[src/rtl/sw_serializer.sv]
// sw_serializer: captures a parallel switch word and shifts it out MSB first
// under a valid/ready handshake, followed by a programmable idle gap.
`default_nettype none

module sw_serializer #(
  parameter int WIDTH = 10,
  parameter int GAP   = 2
) (
  input  logic             CLOCK_50,
  input  logic             Reset,
  input  logic [WIDTH-1:0] SW,
  input  logic             load,
  input  logic             auto_mode,
  input  logic             ser_ready,
  output logic             ser_out,
  output logic             ser_valid,
  output logic             busy,
  output logic             done,
  output logic [3:0]       bit_cnt
);

  typedef enum logic [1:0] {
    S_IDLE  = 2'd0,
    S_SHIFT = 2'd1,
    S_GAP   = 2'd2
  } state_t;

  localparam logic [3:0] LAST_IDX = 4'(WIDTH - 1);
  localparam logic [3:0] GAP_LOAD = (GAP > 0) ? 4'(GAP - 1) : 4'd0;

  state_t             state, state_n;
  // Holds the bits not yet presented, MSB-aligned; the presented bit lives in ser_out.
  logic [WIDTH-1:0]   shreg, shreg_n;
  logic [WIDTH-1:0]   sw_last, sw_last_n;
  logic [3:0]         gap_cnt, gap_cnt_n;
  logic [3:0]         bit_cnt_n;
  logic               ser_out_n, ser_valid_n, busy_n, done_n;
  logic               start, xfer;

  assign start = load | (auto_mode & (SW != sw_last));
  assign xfer  = ser_valid & ser_ready;

  always_ff @(posedge CLOCK_50 or posedge Reset) begin
    if (Reset) begin
      state     <= S_IDLE;
      shreg     <= '0;
      sw_last   <= '0;
      gap_cnt   <= '0;
      bit_cnt   <= '0;
      ser_out   <= 1'b0;
      ser_valid <= 1'b0;
      busy      <= 1'b0;
      done      <= 1'b0;
    end else begin
      state     <= state_n;
      shreg     <= shreg_n;
      sw_last   <= sw_last_n;
      gap_cnt   <= gap_cnt_n;
      bit_cnt   <= bit_cnt_n;
      ser_out   <= ser_out_n;
      ser_valid <= ser_valid_n;
      busy      <= busy_n;
      done      <= done_n;
    end
  end

  always_comb begin
    state_n     = state;
    shreg_n     = shreg;
    sw_last_n   = sw_last;
    gap_cnt_n   = gap_cnt;
    bit_cnt_n   = bit_cnt;
    ser_out_n   = ser_out;
    ser_valid_n = ser_valid;
    busy_n      = busy;
    done_n      = 1'b0;

    case (state)
      S_IDLE: begin
        if (start) begin
          state_n     = S_SHIFT;
          shreg_n     = {SW[WIDTH-2:0], 1'b0};
          sw_last_n   = SW;
          bit_cnt_n   = 4'd0;
          ser_out_n   = SW[WIDTH-1];
          ser_valid_n = 1'b1;
          busy_n      = 1'b1;
        end
      end

      S_SHIFT: begin
        if (xfer) begin
          if (bit_cnt == LAST_IDX) begin
            done_n      = 1'b1;
            ser_valid_n = 1'b0;
            ser_out_n   = 1'b0;
            bit_cnt_n   = 4'd0;
            if (GAP > 0) begin
              state_n   = S_GAP;
              gap_cnt_n = GAP_LOAD;
            end else begin
              state_n   = S_IDLE;
              busy_n    = 1'b0;
            end
          end else begin
            shreg_n   = {shreg[WIDTH-2:0], 1'b0};
            ser_out_n = shreg[WIDTH-1];
            bit_cnt_n = bit_cnt + 4'd1;
          end
        end
      end

      S_GAP: begin
        // The done cycle is the first gap cycle, so the gap spans exactly GAP cycles.
        if (gap_cnt == 4'd0) begin
          state_n = S_IDLE;
          busy_n  = 1'b0;
        end else begin
          gap_cnt_n = gap_cnt - 4'd1;
        end
      end

      default: begin
        state_n     = S_IDLE;
        ser_valid_n = 1'b0;
        ser_out_n   = 1'b0;
        busy_n      = 1'b0;
      end
    endcase
  end

endmodule

`default_nettype wire

[config.mk]
export PLATFORM = sky130hd
export DESIGN_NAME = sw_serializer
export DESIGN_NICKNAME = d
export VERILOG_FILES = /design/src/rtl/sw_serializer.sv
export SDC_FILE = /design/constraint.sdc
export NUM_CORES = 1
export LEC_CHECK = 0
export BUFFER_PORTS_ARGS = -buffer_cell sky130_fd_sc_hd__buf_2
export CORE_MARGIN = 2
export CORE_UTILIZATION = 40
export CTS_BUF_LIST = sky130_fd_sc_hd__clkbuf_8
export DETAILED_ROUTE_END_ITERATION = 10
export PLACE_DENSITY = 0.69
export RECOVER_POWER = 50
export SYNTH_ARGS = -nofsm -noshare
export SYNTH_HDL_FRONTEND = slang
export SYNTH_SLANG_ARGS = --single-unit
[constraint.sdc]
create_clock -name CLOCK_50 -period 5.5 [get_ports CLOCK_50]
set_input_delay 0.275 -clock CLOCK_50 [delete_from_list [all_inputs] [get_ports CLOCK_50]]
set_output_delay 0.275 -clock CLOCK_50 [all_outputs]
set_load 0.01 [all_outputs]
# ---- Word level (Yosys, flattened, before mapping)
# Index checks and enable logic that the tools add are counted.
dict set report op_classes {
  addsub 2
  eq_ne 10
  n_mux 30
  bitwise 5
  reduce_logical 12
}
# cell count
set op_table {}
lappend op_table {{2-to-1 mux 10 bit} 3}
lappend op_table {{2-to-1 mux 4 bit} 6}
lappend op_table {{one-hot mux 10 bit (2 select lines)} 1}
lappend op_table {{one-hot mux 4 bit (2 select lines)} 2}
lappend op_table {{AND reduction 4 bit} 4}
lappend op_table {{inequality test 2 bit (second input constant)} 6}
lappend op_table {{2-to-1 mux 1 bit} 10}
lappend op_table {{inequality test 10 bit} 1}
lappend op_table {{one-hot mux 1 bit (3 select lines)} 3}
lappend op_table {{AND reduction 3 bit} 3}
lappend op_table {{2-to-1 mux 2 bit} 4}
lappend op_table {{one-hot mux 2 bit (3 select lines)} 1}
lappend op_table {{adder 4 x 1 -> 4 bit (second input constant)} 1}
lappend op_table {{equality test 4 bit (second input constant)} 1}
lappend op_table {{logical NOT 4 bit} 1}
lappend op_table {{nonzero test 2 bit} 2}
lappend op_table {{subtractor 4 x 1 -> 4 bit (second input constant)} 1}
lappend op_table {{bitwise AND 1 bit} 2}
lappend op_table {{equality test 2 x 1 -> 1 bit (second input constant)} 1}
lappend op_table {{equality test 2 bit (second input constant)} 1}
lappend op_table {{logical NOT 2 bit} 1}
lappend op_table {{inverter 1 bit} 2}
lappend op_table {{AND reduction 2 bit} 1}
lappend op_table {{OR 1 bit} 1}
dict set report word_totals {
  ff_bits 34
  in_bits 15
  out_inout_bits 8
  elab_cells 68
}

# ---- Logic depth before layout (Yosys ltp)
# Gate-level depths: netlist of the first run.
dict set report logic_depth {
  word_depth 5
  mapped_depth 7
  depth_no_buf 7
}

# ---- Worst setup path after synthesis of the first run
# Ideal clock, no wire load.
dict set report synth_timing {
  path_type {register -> register}
  from {register sw_last[9]}
  to {register shreg[2]}
  setup_time_ns 0.124
  arrival_ns 1.604
  slack_ns 3.772
  stages_incl_launch_ff 7
  period_less_slack_ns 1.728
  cell_sequence {dfrtp_1 -> xor2_1 -> nor4_2 -> a311oi_4 -> or2_1 -> buf_6 -> a2bb2oi_1}
}
dict set report synth_via {
  elab_chain_cells 5
}
# element line
set synth_lines {}
lappend synth_lines {{start, declared} 34} ;# logic [WIDTH-1:0] sw_last, sw_last_n;
lappend synth_lines {{start signal, assigned} 57} ;# sw_last <= sw_last_n;
lappend synth_lines {{inequality test 10 bit} 40} ;# assign start = load | (auto_mode & (SW != sw_last));
lappend synth_lines {{bitwise AND 1 bit} 40}
lappend synth_lines {{OR 1 bit} 40}
lappend synth_lines {{inequality test 2 bit (no line)} n/a}
lappend synth_lines {{AND reduction 4 bit (no line)} n/a}
lappend synth_lines {{end signal, assigned} 56} ;# shreg <= shreg_n;
lappend synth_lines {{end, declared} 33} ;# logic [WIDTH-1:0] shreg, shreg_n;
# Every way passes these cells.
# A chain may end at the register's enable or synchronous reset.

# ---- Worst setup path in the final report of the first run
dict set report layout_timing {
  from {register sw_last[1]}
  to {register shreg[6]}
}
# The elaborated chain is that of the path after synthesis.

==> impl_metrics.csv, run 1 <==
group,metric,value,unit
worst_setup_path,critPathLaunchType,"flip-flop",
die,placement_rows,23,
placed_design,dp.final_hpwl,2530,um
synth,dominant_combinational_cell_family_by_area_after_synthesis,"compound AO/OA/AOI/OAI gates",
die,design.die.area,0.00476,mm^2
layout,instances_no_fill,230,
power_and_ir_drop,power_density,544,mW/mm^2
layout,insertedDiodeCount,0,
placed_design,placement.cell_area,0.00183,mm^2
layout,design.final.nets,196,
synth,syn_inst,154,
clock_tree,path_clk_slew,0.07,ns
worst_hold_path,min_path_type,"primary input to flip-flop",
sta,finalSetupTns,0,ns
synth,synth.cell_area,0.00169,mm^2
outcome,status,"complete, but fails checks",
clock_tree,postCtsHoldBufs,0,
die,initial_utilization,41.9,%
sta,skew,0.0109,ns
routing,antenna_left,0,
sta,hold_viol,0,
clock_tree,cts_setup_buffers,0,
routing,dr.pass1.iters,4,
routing,wire_per_inst,15.1,um
clock_tree,ctsRootBufferMaster,"sky130_fd_sc_hd__clkbuf_8",
sta,rsz_0062_raised_after_global_routing,"no",
clock_tree,tritoncts,"yes",
synth,synth_edf_count,0,
synth,synth_compound_area_share,16.8,%
worst_setup_path,timing.critical_path.to_type,"flip-flop",
layout,final_common_cell,"sky130_fd_sc_hd__dfrtp_1",
synth,synth_fp_nets,171,
clock_tree,ctsLongestPathBuffers,2,
power_and_ir_drop,irDropWorstVdd,0.233,mV
sta,setup_violations,0,
die,floorplan.io_pins,23,
synth,synth-simple-area-share,14.7,%
outcome,failing_checks,"max-capacitance violations, max-slew violations",
worst_setup_path,worst_ep_arrival_time,2.16,ns
synth,yosysWarningCount,0,
routing,route.detailed.drc,0,
sta,post-route-min-period,2.01,ns
sta,fmax,499,MHz
grt,global_route.overflow_total,0,
placed_design,gp_routability_congestion,0.880,
grt,grt_pass1_vias,1274,
placed_design,numPlacedInstances,222,
power_and_ir_drop,total_chip_power,1060,uW
die,core_footprint,0.00403,mm^2
routing,detail_route.iter0.violations,57,
synth,synth.area.mux_share,7.85,%
synth,dominantRegCellSynth,"sky130_fd_sc_hd__dfrtp_1",
synth,synth.ff_latch_count,33,
grt,grt_max_degree,34,
layout,layout-area-overhead-vs-synth,14.8,%
clock_tree,clock-sinks,33,
synth,synth.avg_cell_area,11.0,um^2
synth,post_synth_fa_ha_maj_area_fraction,1.48,%
die,fp.dieW,69.0,um
layout,postLayoutCoreUtil,48.1,%
worst_setup_path,crit_path_max_fanout,10,
placed_design,number_of_buffers_added_on_ports,22,
grt,grt_antenna_before_repair,0,
worst_setup_path,critPathKind,"flip-flop to flip-flop",
clock_tree,cts.repair.resized,0,
synth,synth_sequential_area_ratio,48.9,%
power_and_ir_drop,power_leakage,0.000837,uW
sta,slew_headroom,-15.2,%
synth,synthXorXnorAreaFrac,6.22,%
layout,layout_common_cells,"sky130_fd_sc_hd__dfrtp_1, sky130_fd_sc_hd__buf_2, sky130_fd_sc_hd__o21ai_0",
worst_setup_path,cp.required,5.66,ns
die,fp.dieH,69.0,um
routing,drt-vias-per-instance,5.49,
grt,grt_pass1_wl,5910,um
synth,synth-async-reset-ratio,100,%
run,max-cap-violations,1,
clock_tree,htreeDepth,2,
routing,totalWireLength,3480,um
layout,drive_gt1_share,22.2,%
grt,track_usage,17.3,%
sta,final-max-slew-violation-count,34,
routing,via_count_of_the_routed_design,1262,
synth,synth_unique_cells,36,
clock_tree,tritoncts.num_buffers,5,
sta,worst_slew_pin_slew,1.73,ns
layout,finish.instance_area,0.00194,mm^2
sta,final.period_utilization,36.5,%
clock_tree,clock_insertion_delay_worst_skew,0.28,ns
cells by family after synthesis:
family                     count (synthesis)
xor gates and xnor gates                  12
muxes                                     12
buffers and inverters                     13
AOI/OAI and AO/OA                         40
DFF                                       33
adders and majority gates                  2
and+or+nand+nor                           42
final timing paths:
path / startpoint / to / slack (ns) / cells after the start
min in group asynchronous: Reset / bit_cnt[1]$_DFFE_PP0P_ / 0.58 / 3
max in group asynchronous: Reset / sw_last[3]$_DFFE_PP0P_ / 3.91 / 3
setup / recovery: sw_last[1]$_DFFE_PP0P_ / shreg[6]$_DFFE_PP0P_ / 3.49 / 5
hold reg to reg: busy$_DFFE_PP0P_ / busy$_DFFE_PP0P_ / 0.50 / 1
hold / removal: SW[1] / sw_last[1]$_DFFE_PP0P_ / 0.27 / 2
setup reg to reg: sw_last[1]$_DFFE_PP0P_ / shreg[6]$_DFFE_PP0P_ / 3.49 / 5
critical path, cell delays in order (launching register included):
cell                        delay [ns]
sky130_fd_sc_hd__dfrtp_1          0.39
sky130_fd_sc_hd__xor2_1           0.15
sky130_fd_sc_hd__nor3_1           0.45
sky130_fd_sc_hd__a311oi_4         0.28
sky130_fd_sc_hd__or2_1            0.42
sky130_fd_sc_hd__a2bb2oi_1        0.18
Yosys cell counts, drive strengths merged, types with 3 or more instances:
| master | instances | share of area [%] |
|---|---|---|
| inv | 8 | 1.8 |
| or3 | 8 | 3.0 |
| nor2 | 11 | 2.4 |
| xor2 | 12 | 6.2 |
| o21ai | 17 | 5.0 |
| dfrtp | 33 | 49 |
| mux2 | 10 | 6.7 |
| nor3 | 4 | 1.2 |
| nand2 | 7 | 1.6 |
| buf | 3 | 1.8 |
| a2bb2oi | 8 | 4.1 |
sequential cells by signal, indices dropped and copies added (netlist names):
register / flops
state: 2
busy: 1
shreg: 9
bit_cnt: 4
ser_out: 1
gap_cnt: 4
done: 1
sw_last: 10
ser_valid: 1
through the flow:
| step | setup slack [ns] | hold slack, ns |
|---|---|---|
| 2_1_floorplan | 3.77 | 0.392 |
| 3_3_place_gp | 3.55 | 0.380 |
| 3_5_place_dp | 3.49 | 0.379 |
| 4_1_cts | 3.51 | 0.0726 |
| 5_1_grt | 3.32 | 0.259 |
| 6_report | 3.49 | 0.269 |
power by group:
group          internal [uW]  switching, uW  total, uW
registers                342           84.9        427
logic                    193            206        399
clock network            146           84.1        230
layout make-up:
| class | instances | area [um^2] |
|---|---|---|
| Inverter | 8 | 30.0 |
| Timing Repair Buffer | 23 | 109 |
| Sequential cell | 33 | 826 |
| Multi-Input combinational cell | 108 | 796 |
| Clock buffer | 6 | 82.6 |
| Tap cell | 50 | 62.6 |
| Fill cell | 376 | 2090 |
| Clock inverter | 2 | 33.8 |
layer usage:
metal	up-vias	wire length [um]	global-route usage [%]
met1	629	1520	21.5
li1	601	-	-
met3	4	150	4.38
met2	28	1790	29.3
met4	0	29	5.88
met5	-	0	0
Note: power is estimated with default switching activity, not from simulation.
==> run 2, diff against run 1 <==
--- a/config.mk
+++ b/config.mk
@@ -5,12 +5,13 @@
 export SDC_FILE = /design/constraint.sdc
 export NUM_CORES = 1
 export LEC_CHECK = 0
+export ABC_AREA = 1
 export BUFFER_PORTS_ARGS = -buffer_cell sky130_fd_sc_hd__buf_2
 export CORE_MARGIN = 2
 export CORE_UTILIZATION = 40
 export CTS_BUF_LIST = sky130_fd_sc_hd__clkbuf_8
 export DETAILED_ROUTE_END_ITERATION = 10
-export PLACE_DENSITY = 0.69
+export PLACE_DENSITY = 0.71
 export RECOVER_POWER = 50
 export SYNTH_ARGS = -nofsm -noshare
 export SYNTH_HDL_FRONTEND = slang
==> constraint.sdc (replaced) <==
create_clock -name CLOCK_50 -period 1.7 [get_ports CLOCK_50]
set_input_delay 0.085 -clock CLOCK_50 [delete_from_list [all_inputs] [get_ports CLOCK_50]]
set_output_delay 0.085 -clock CLOCK_50 [all_outputs]
set_load 0.01 [all_outputs]
==> run 2 against run 1 <==
  * The flow now finishes without violations
  * Synthesized cell count rose by 56%
  * Critical endpoint is now busy$_DFFE_PP0P_
  * Largest power group is now combinational logic
  * Design area rose by 13%
  * Combinational power rose to 3.8 times the previous value
  * Clock power rose to 2.8 times the previous value
  * Highest routed layer unchanged
==> impl_metrics.csv, run 2 <==
group,metric,value,unit
synth,synth_most_common_cell,"sky130_fd_sc_hd__nand2_1",
synth,synth.top_cells.by_count,"sky130_fd_sc_hd__nand2_1, sky130_fd_sc_hd__dfrtp_1, sky130_fd_sc_hd__nand4_1",
sta,slew_headroom,45.1,%
synth,synth_edf_count,0,
worst_hold_path,min_path_type,"primary input to flip-flop",
die,floorplan.io_pins,23,
worst_setup_path,timing.critical_path.mode_cell,"sky130_fd_sc_hd__nand2_1",
synth,synth_fp_nets,257,
synth,synth_sequential_area_ratio,45.7,%
layout,design.final.nets,295,
layout,layout_common_cells,"sky130_fd_sc_hd__nand2_1, sky130_fd_sc_hd__dfrtp_1, sky130_fd_sc_hd__nand4_1",
sta,worst_slew_pin_slew,0.823,ns
power_and_ir_drop,power.combinational.fraction,44.1,%
clock_tree,ctsRootBufferMaster,"sky130_fd_sc_hd__clkbuf_8",
placed_design,number_of_buffers_added_on_ports,22,
die,initial_utilization,41.5,%
worst_setup_path,crit_path_cell_trace,"nor2_1, nand3_4, buf_4, nand3_1, nand2_1, nand2_1",
grt,grt_pass1_wl,6840,um
die,placement_rows,24,
grt,grt_pass1_vias,1567,
worst_setup_path,crit_path_max_fanout,8,
routing,dr.pass1.iters,4,
placed_design,dp.final_hpwl,2830,um
worst_setup_path,cp_num_buf_inv,1,
routing,route.detailed.drc,0,
sta,final.period_utilization,92.7,%
routing,detail_route.iter0.violations,80,
worst_setup_path,worst_path_max_delay_cell,"sky130_fd_sc_hd__nor2_1",
routing,via_count_of_the_routed_design,1643,
layout,finish.instance_area,0.00219,mm^2
worst_setup_path,critPathLaunchType,"flip-flop",
power_and_ir_drop,pwr-share-seq,37.1,%
sta,hold_viol,0,
die,design.die.area,0.00507,mm^2
sta,fmax,634,MHz
clock_tree,tritoncts.num_buffers,5,
synth,yosysWarningCount,0,
routing,dr_wl_met3,149,um
power_and_ir_drop,power_density,1580,mW/mm^2
placed_design,gp_routability_congestion,0.823,
sta,setup_violations,0,
synth,synth.area.top_cells,"sky130_fd_sc_hd__dfrtp_1, sky130_fd_sc_hd__nand2_1, sky130_fd_sc_hd__nand4_1",
routing,routedLengthMet1,1920,um
grt,grt_max_degree,34,
die,fp.dieW,71.2,um
sta,layout_setup_ws,0.124,ns
die,fp.dieH,71.2,um
layout,n_fill_cell,423,
sta,final-max-slew-violation-count,0,
grt,global_route.overflow_total,0,
worst_setup_path,timing.critical_path.to_type,"flip-flop",
layout,largest_register_ff_count,10,
power_and_ir_drop,total_chip_power,3470,uW
power_and_ir_drop,power_switching,1430,uW
layout,biggestRegsByFlops,"sw_last: 10 flops, shreg: 9 flops",
grt,grt_antenna_before_repair,0,
sta,skew,0.00267,ns
power_and_ir_drop,swShare,41.2,%
power_and_ir_drop,irDropWorstVdd,0.669,mV
synth,synth.cell_area,0.00181,mm^2
routing,highest_layer,"met4",
layout,regMostFlops,"sw_last",
power_and_ir_drop,power_frac_clock,18.7,%
power_and_ir_drop,internal-power,2040,uW
die,core_footprint,0.00435,mm^2
sta,finalSetupTns,0,ns
synth,dominantRegCellSynth,"sky130_fd_sc_hd__dfrtp_1",
synth,syn_inst,240,
placed_design,placement.cell_area,0.00202,mm^2
sta,post-route-min-period,1.58,ns
layout,postLayoutCoreUtil,50.3,%
clock_tree,ctsLongestPathBuffers,2,
placed_design,place_worst_setup_slack,0.100,ns
layout,final_common_cell,"sky130_fd_sc_hd__nand2_1",
layout,insertedDiodeCount,0,
routing,wl_met2,1860,um
synth,synth.ff_latch_count,33,
worst_setup_path,path_delay_family,"simple AND/OR/NAND/NOR gates",
clock_tree,clock-sinks,33,
worst_setup_path,critPathKind,"flip-flop to flip-flop",
synth,synth-async-reset-ratio,100,%
worst_setup_path,cp.required,1.91,ns
routing,drt-vias-per-instance,4.96,
grt,track_usage,16.7,%
clock_tree,htreeDepth,2,
clock_tree,tritoncts,"yes",
synth,netlist.top_cell.by_area,"sky130_fd_sc_hd__dfrtp_1",
clock_tree,clock_insertion_delay_worst_skew,0.28,ns
routing,wire_per_inst,12.0,um
synth,synth_unique_cells,26,
synth,synth.avg_cell_area,7.52,um^2
power_and_ir_drop,power_leakage,0.00120,uW
layout,layout-area-overhead-vs-synth,21.4,%
layout,drive_gt1_share,20.4,%
synth,synth_top_area_share,45.7,%
worst_setup_path,cp_max_stage_delay,0.49,ns
run,max-cap-violations,0,
routing,totalWireLength,3960,um
worst_setup_path,worst_ep_arrival_time,1.79,ns
clock_tree,path_clk_slew,0.07,ns
routing,antenna_left,0,
outcome,status,"finished clean",
[run 2: changes by cell type after synthesis, sizes merged, moves of 8 or more]
cell     previous run  this run
o21ai              17         9
inv                 8        26
or3                 8         0
mux2               10         0
nand4               1        23
xor2               12         2
a2bb2oi             8         0
nand3               1         9
nand2               7       107
[run 2: routing by layer]
metal	GRT usage, %	vias up
met5	0	-
met4	5.66	0
met3	2.71	2
met2	27.7	40
met1	22.2	757
li1	-	844
[run 2: cell type report]
| class | count | area, um^2 | share of cell area (%) |
|---|---|---|---|
| clock buffer | 7 | 96.3 | 4.39 |
| inverter | 26 | 97.6 | 4.45 |
| sequential | 33 | 826 | 37.7 |
| multi-input combinational | 174 | 875 | 39.9 |
| timing repair buffer | 38 | 228 | 10.4 |
| clock inverter | 1 | 5.00 | 0.228 |
| tap | 52 | 65.1 | 2.97 |
[run 2: tightest hold or removal path, stage by stage]
cell and delay, ns:
sky130_fd_sc_hd__buf_2 0.11, sky130_fd_sc_hd__nand4_1 0.08, sky130_fd_sc_hd__nand2_1 0.05
[run 2: final timing paths]
check                                    endpoint                  from  cells after the start  slack [ns]
setup reg to reg                 busy$_DFFE_PP0P_  state[0]$_DFFE_PP0P_                      6        0.12
hold reg to reg              shreg[1]$_DFFE_PP0P_  shreg[1]$_DFFE_PP0P_                      2        0.48
setup / recovery                 busy$_DFFE_PP0P_  state[0]$_DFFE_PP0P_                      6        0.12
hold / removal             sw_last[2]$_DFFE_PP0P_                 SW[2]                      3        0.09
max in group asynchronous  sw_last[0]$_DFFE_PP0P_                 Reset                      4        0.60
min in group asynchronous  gap_cnt[2]$_DFFE_PP0P_                 Reset                      4        0.59
[run 2: stage by stage]
stage / instances / hold WS [ns]
after floorplan: 240 / 0.214
after global placement: 317 / 0.196
after detailed placement: 317 / 0.199
after CTS: 326 / 0.0850
after global routing: 331 / 0.0896
final: 331 / 0.0879
[run 2: logic make-up (layout without fill, tap and decap cells)]
kind of cell    after synthesis  in the layout  share of synthesized area (%)
flops                        33             33                           45.7
simple gates                153            154                           38.1
fa+ha+maj                     2              2                           1.39
buf+inv                      34             72                           7.90
xor+xnor                      6              6                           2.91
compound gates               12             12                           3.95
[run 2: timing repair]
| item | CTS | global route |
|---|---|---|
| hold endpoints to repair | 33 | 0 |
| gates resized for setup | 0 | 5 |
| setup buffers | 0 | 4 |
| hold buffers | 1 | 0 |
| endpoints found under the setup margin | 0 | 29 |
[run 2: power groups by stage]
stage                     combinational (uW)  sequential, uW  clock (uW)
after global placement                  1430            1280           0
after detailed placement                1470            1290           0
after global routing                    1760            1320         702
after floorplan                         1060            1280           0
after CTS                               1480            1280         662
final                                   1530            1290         650
==> run 3, diff against run 2 <==
--- a/config.mk
+++ b/config.mk
@@ -13,6 +13,7 @@
 export DETAILED_ROUTE_END_ITERATION = 10
 export PLACE_DENSITY = 0.71
 export RECOVER_POWER = 50
+export SETUP_SLACK_MARGIN = 0.3
 export SYNTH_ARGS = -nofsm -noshare
 export SYNTH_HDL_FRONTEND = slang
 export SYNTH_SLANG_ARGS = --single-unit
==> run 3 against run 2 <==
  * Hold slack got worse by 0.034 ns
  * Cell count increased by 0.91%
  * First-iteration DRC count decreased by 1.3%
  * Maximum frequency increased by 0.16%
  * Combinational power increased by 5%
  * Clock skew increased by 0.0061 ns
  * Sequential share of layout area decreased by 1.4 points
  * Sequential power about the same
  * Global-route usage increased by 0.47 points
  * Wire length increased by 4.9%
  * Non-clock buffer count increased by 2
  * Critical path depth increased by 2
  * Critical endpoint is now sw_last[0]$_DFFE_PP0P_
  * Largest cell class unchanged
==> impl_metrics.csv, run 3 (synthesis gave the netlist of run 2 again) <==
group,metric,value,unit
sta,skew,0.00879,ns
die,core_footprint,0.00435,mm^2
worst_setup_path,cp_max_stage_delay,0.41,ns
die,placement_rows,24,
layout,largest_register_ff_count,10,
layout,seq_area,827,um^2
grt,grt_pass1_wl,6820,um
sta,setup_violations,0,
layout,insertedDiodeCount,0,
run,max-cap-violations,0,
layout,finish.instance_area,0.00228,mm^2
grt,grt_max_degree,34,
worst_setup_path,critPathKind,"flip-flop to flip-flop",
worst_setup_path,timing.critical_path.mode_cell,"sky130_fd_sc_hd__inv_2",
worst_setup_path,worst_r2r_path_depth,8,
outcome,status,"finished clean",
die,floorplan.io_pins,23,
clock_tree,clock-sinks,33,
placed_design,number_of_buffers_added_on_ports,22,
routing,totalWireLength,4150,um
layout,n_fill_cell,393,
power_and_ir_drop,power_leakage,0.00122,uW
routing,wire_per_inst,12.4,um
routing,drt-vias-per-instance,5.09,
sta,slew_headroom,45.0,%
sta,rsz_0062_raised_after_global_routing,"yes",
worst_setup_path,worst_ep_arrival_time,1.80,ns
die,fp.dieH,71.2,um
layout,multiInputGateArea,912,um^2
routing,dr.pass1.iters,4,
clock_tree,path_clk_slew,0.07,ns
routing,route.detailed.drc,0,
sta,final.period_utilization,92.6,%
sta,finalSetupTns,0,ns
clock_tree,tritoncts.num_buffers,5,
worst_setup_path,worst_path_max_delay_cell,"sky130_fd_sc_hd__dfrtp_1",
layout,biggestRegsByFlops,"sw_last: 10 flops, shreg: 9 flops",
worst_setup_path,cp_num_buf_inv,3,
routing,via_count_of_the_routed_design,1699,
grt,global_route.overflow_total,0,
power_and_ir_drop,power_density,1570,mW/mm^2
worst_setup_path,critPathLaunchType,"flip-flop",
worst_setup_path,path_delay_family,"simple AND/OR/NAND/NOR gates",
worst_setup_path,timing.critical_path.to_type,"flip-flop",
grt,grt_pass1_vias,1597,
die,initial_utilization,41.5,%
die,fp.dieW,71.2,um
worst_setup_path,crit_path_cell_trace,"inv_2, nand2_2, nor3_4, inv_2, o21ai_4, buf_4, nand4_1, nand2_1",
power_and_ir_drop,irDropWorstVdd,0.834,mV
clock_tree,ctsLongestPathBuffers,2,
layout,postLayoutCoreUtil,52.3,%
worst_setup_path,timing.critical_path.depth,8,
clock_tree,clock_insertion_delay_worst_skew,0.30,ns
placed_design,gp_routability_congestion,0.792,
layout,layout_common_cells,"sky130_fd_sc_hd__nand2_1, sky130_fd_sc_hd__dfrtp_1, sky130_fd_sc_hd__nand4_1",
sta,post-route-min-period,1.57,ns
layout,final_common_cell,"sky130_fd_sc_hd__nand2_1",
sta,fmax,635,MHz
sta,worst_slew_pin_slew,0.824,ns
layout,drive_gt1_share,22.7,%
layout,design.final.nets,298,
layout,regMostFlops,"sw_last",
routing,antenna_left,0,
grt,grt_antenna_before_repair,0,
placed_design,dp.final_hpwl,2720,um
routing,detail_route.iter0.violations,79,
sta,final-max-slew-violation-count,0,
worst_hold_path,hold_path_depth,3,
worst_setup_path,cp.required,1.93,ns
clock_tree,htreeDepth,2,
worst_setup_path,crit_path_max_fanout,11,
clock_tree,tritoncts,"yes",
grt,track_usage,17.2,%
clock_tree,ctsRootBufferMaster,"sky130_fd_sc_hd__clkbuf_8",
placed_design,placement.cell_area,0.00202,mm^2
layout,layout-area-overhead-vs-synth,26.1,%
die,design.die.area,0.00507,mm^2
worst_hold_path,min_path_type,"primary input to flip-flop",
power_and_ir_drop,total_chip_power,3570,uW
sta,hold_viol,0,
[run 3: routing by layer]
metal	global-route usage (%)	up-vias	wire length (um)
li1	-	858	-
met1	21.2	789	1890
met2	28.3	47	1960
met3	4.99	5	228
met4	6.71	0	80
met5	0	-	0
[run 3: path summary, 6_finish.rpt]
kind,from,to,slack [ns]
worst max-delay path,bit_cnt[2]$_DFFE_PP0P_,sw_last[0]$_DFFE_PP0P_,0.13
worst min-delay path,SW[2],sw_last[2]$_DFFE_PP0P_,0.05
worst max register to register,bit_cnt[2]$_DFFE_PP0P_,sw_last[0]$_DFFE_PP0P_,0.13
worst min register to register,ser_out$_DFFE_PP0P_,ser_out$_DFFE_PP0P_,0.49
max in group asynchronous,Reset,bit_cnt[0]$_DFFE_PP0P_,0.54
min in group asynchronous,Reset,gap_cnt[2]$_DFFE_PP0P_,0.59
[run 3: cell type report]
class,count,area share [%]
clock buffers,7,4.23
clock inverters,1,0.220
inverters,26,4.29
multi-input cells,175,40.1
flip-flops and latches,33,36.3
well taps,52,2.86
repair buffers,40,12.0
[run 3: worst register-to-register path, stage by stage (launching register included)]
cell	delay, ns
sky130_fd_sc_hd__dfrtp_1	0.41
sky130_fd_sc_hd__inv_2	0.08
sky130_fd_sc_hd__nand2_2	0.07
sky130_fd_sc_hd__nor3_4	0.18
sky130_fd_sc_hd__inv_2	0.09
sky130_fd_sc_hd__o21ai_4	0.21
sky130_fd_sc_hd__buf_4	0.22
sky130_fd_sc_hd__nand4_1	0.16
sky130_fd_sc_hd__nand2_1	0.10
[run 3: metrics by stage]
step / setup slack, ns / hold slack, ns / cells
final: 0.126 / 0.0536 / 334
after global routing: 0.0441 / 0.0608 / 334
after CTS: 0.202 / 0.0566 / 328
after detailed placement: 0.0991 / 0.199 / 315
after global placement: 0.117 / 0.197 / 315
after floorplan: 0.301 / 0.214 / 240
[run 3: where the power goes]
group	internal [uW]	leakage, uW	total (uW)	switching (uW)
sequential	1080	0.000427	1300	224
combinational	631	0.000739	1600	973
clock	366	0.0000542	661	295
total	2070	0.00122	3570	1490
[run 3: repair_timing]
action,4_1_cts,5_1_grt
gates cloned,0,3
hold buffers,1,0
buffers inserted,4,3
resized for setup,5,9
endpoints found under the hold margin,33,0
setup endpoints to repair,30,31
pin swaps,6,12
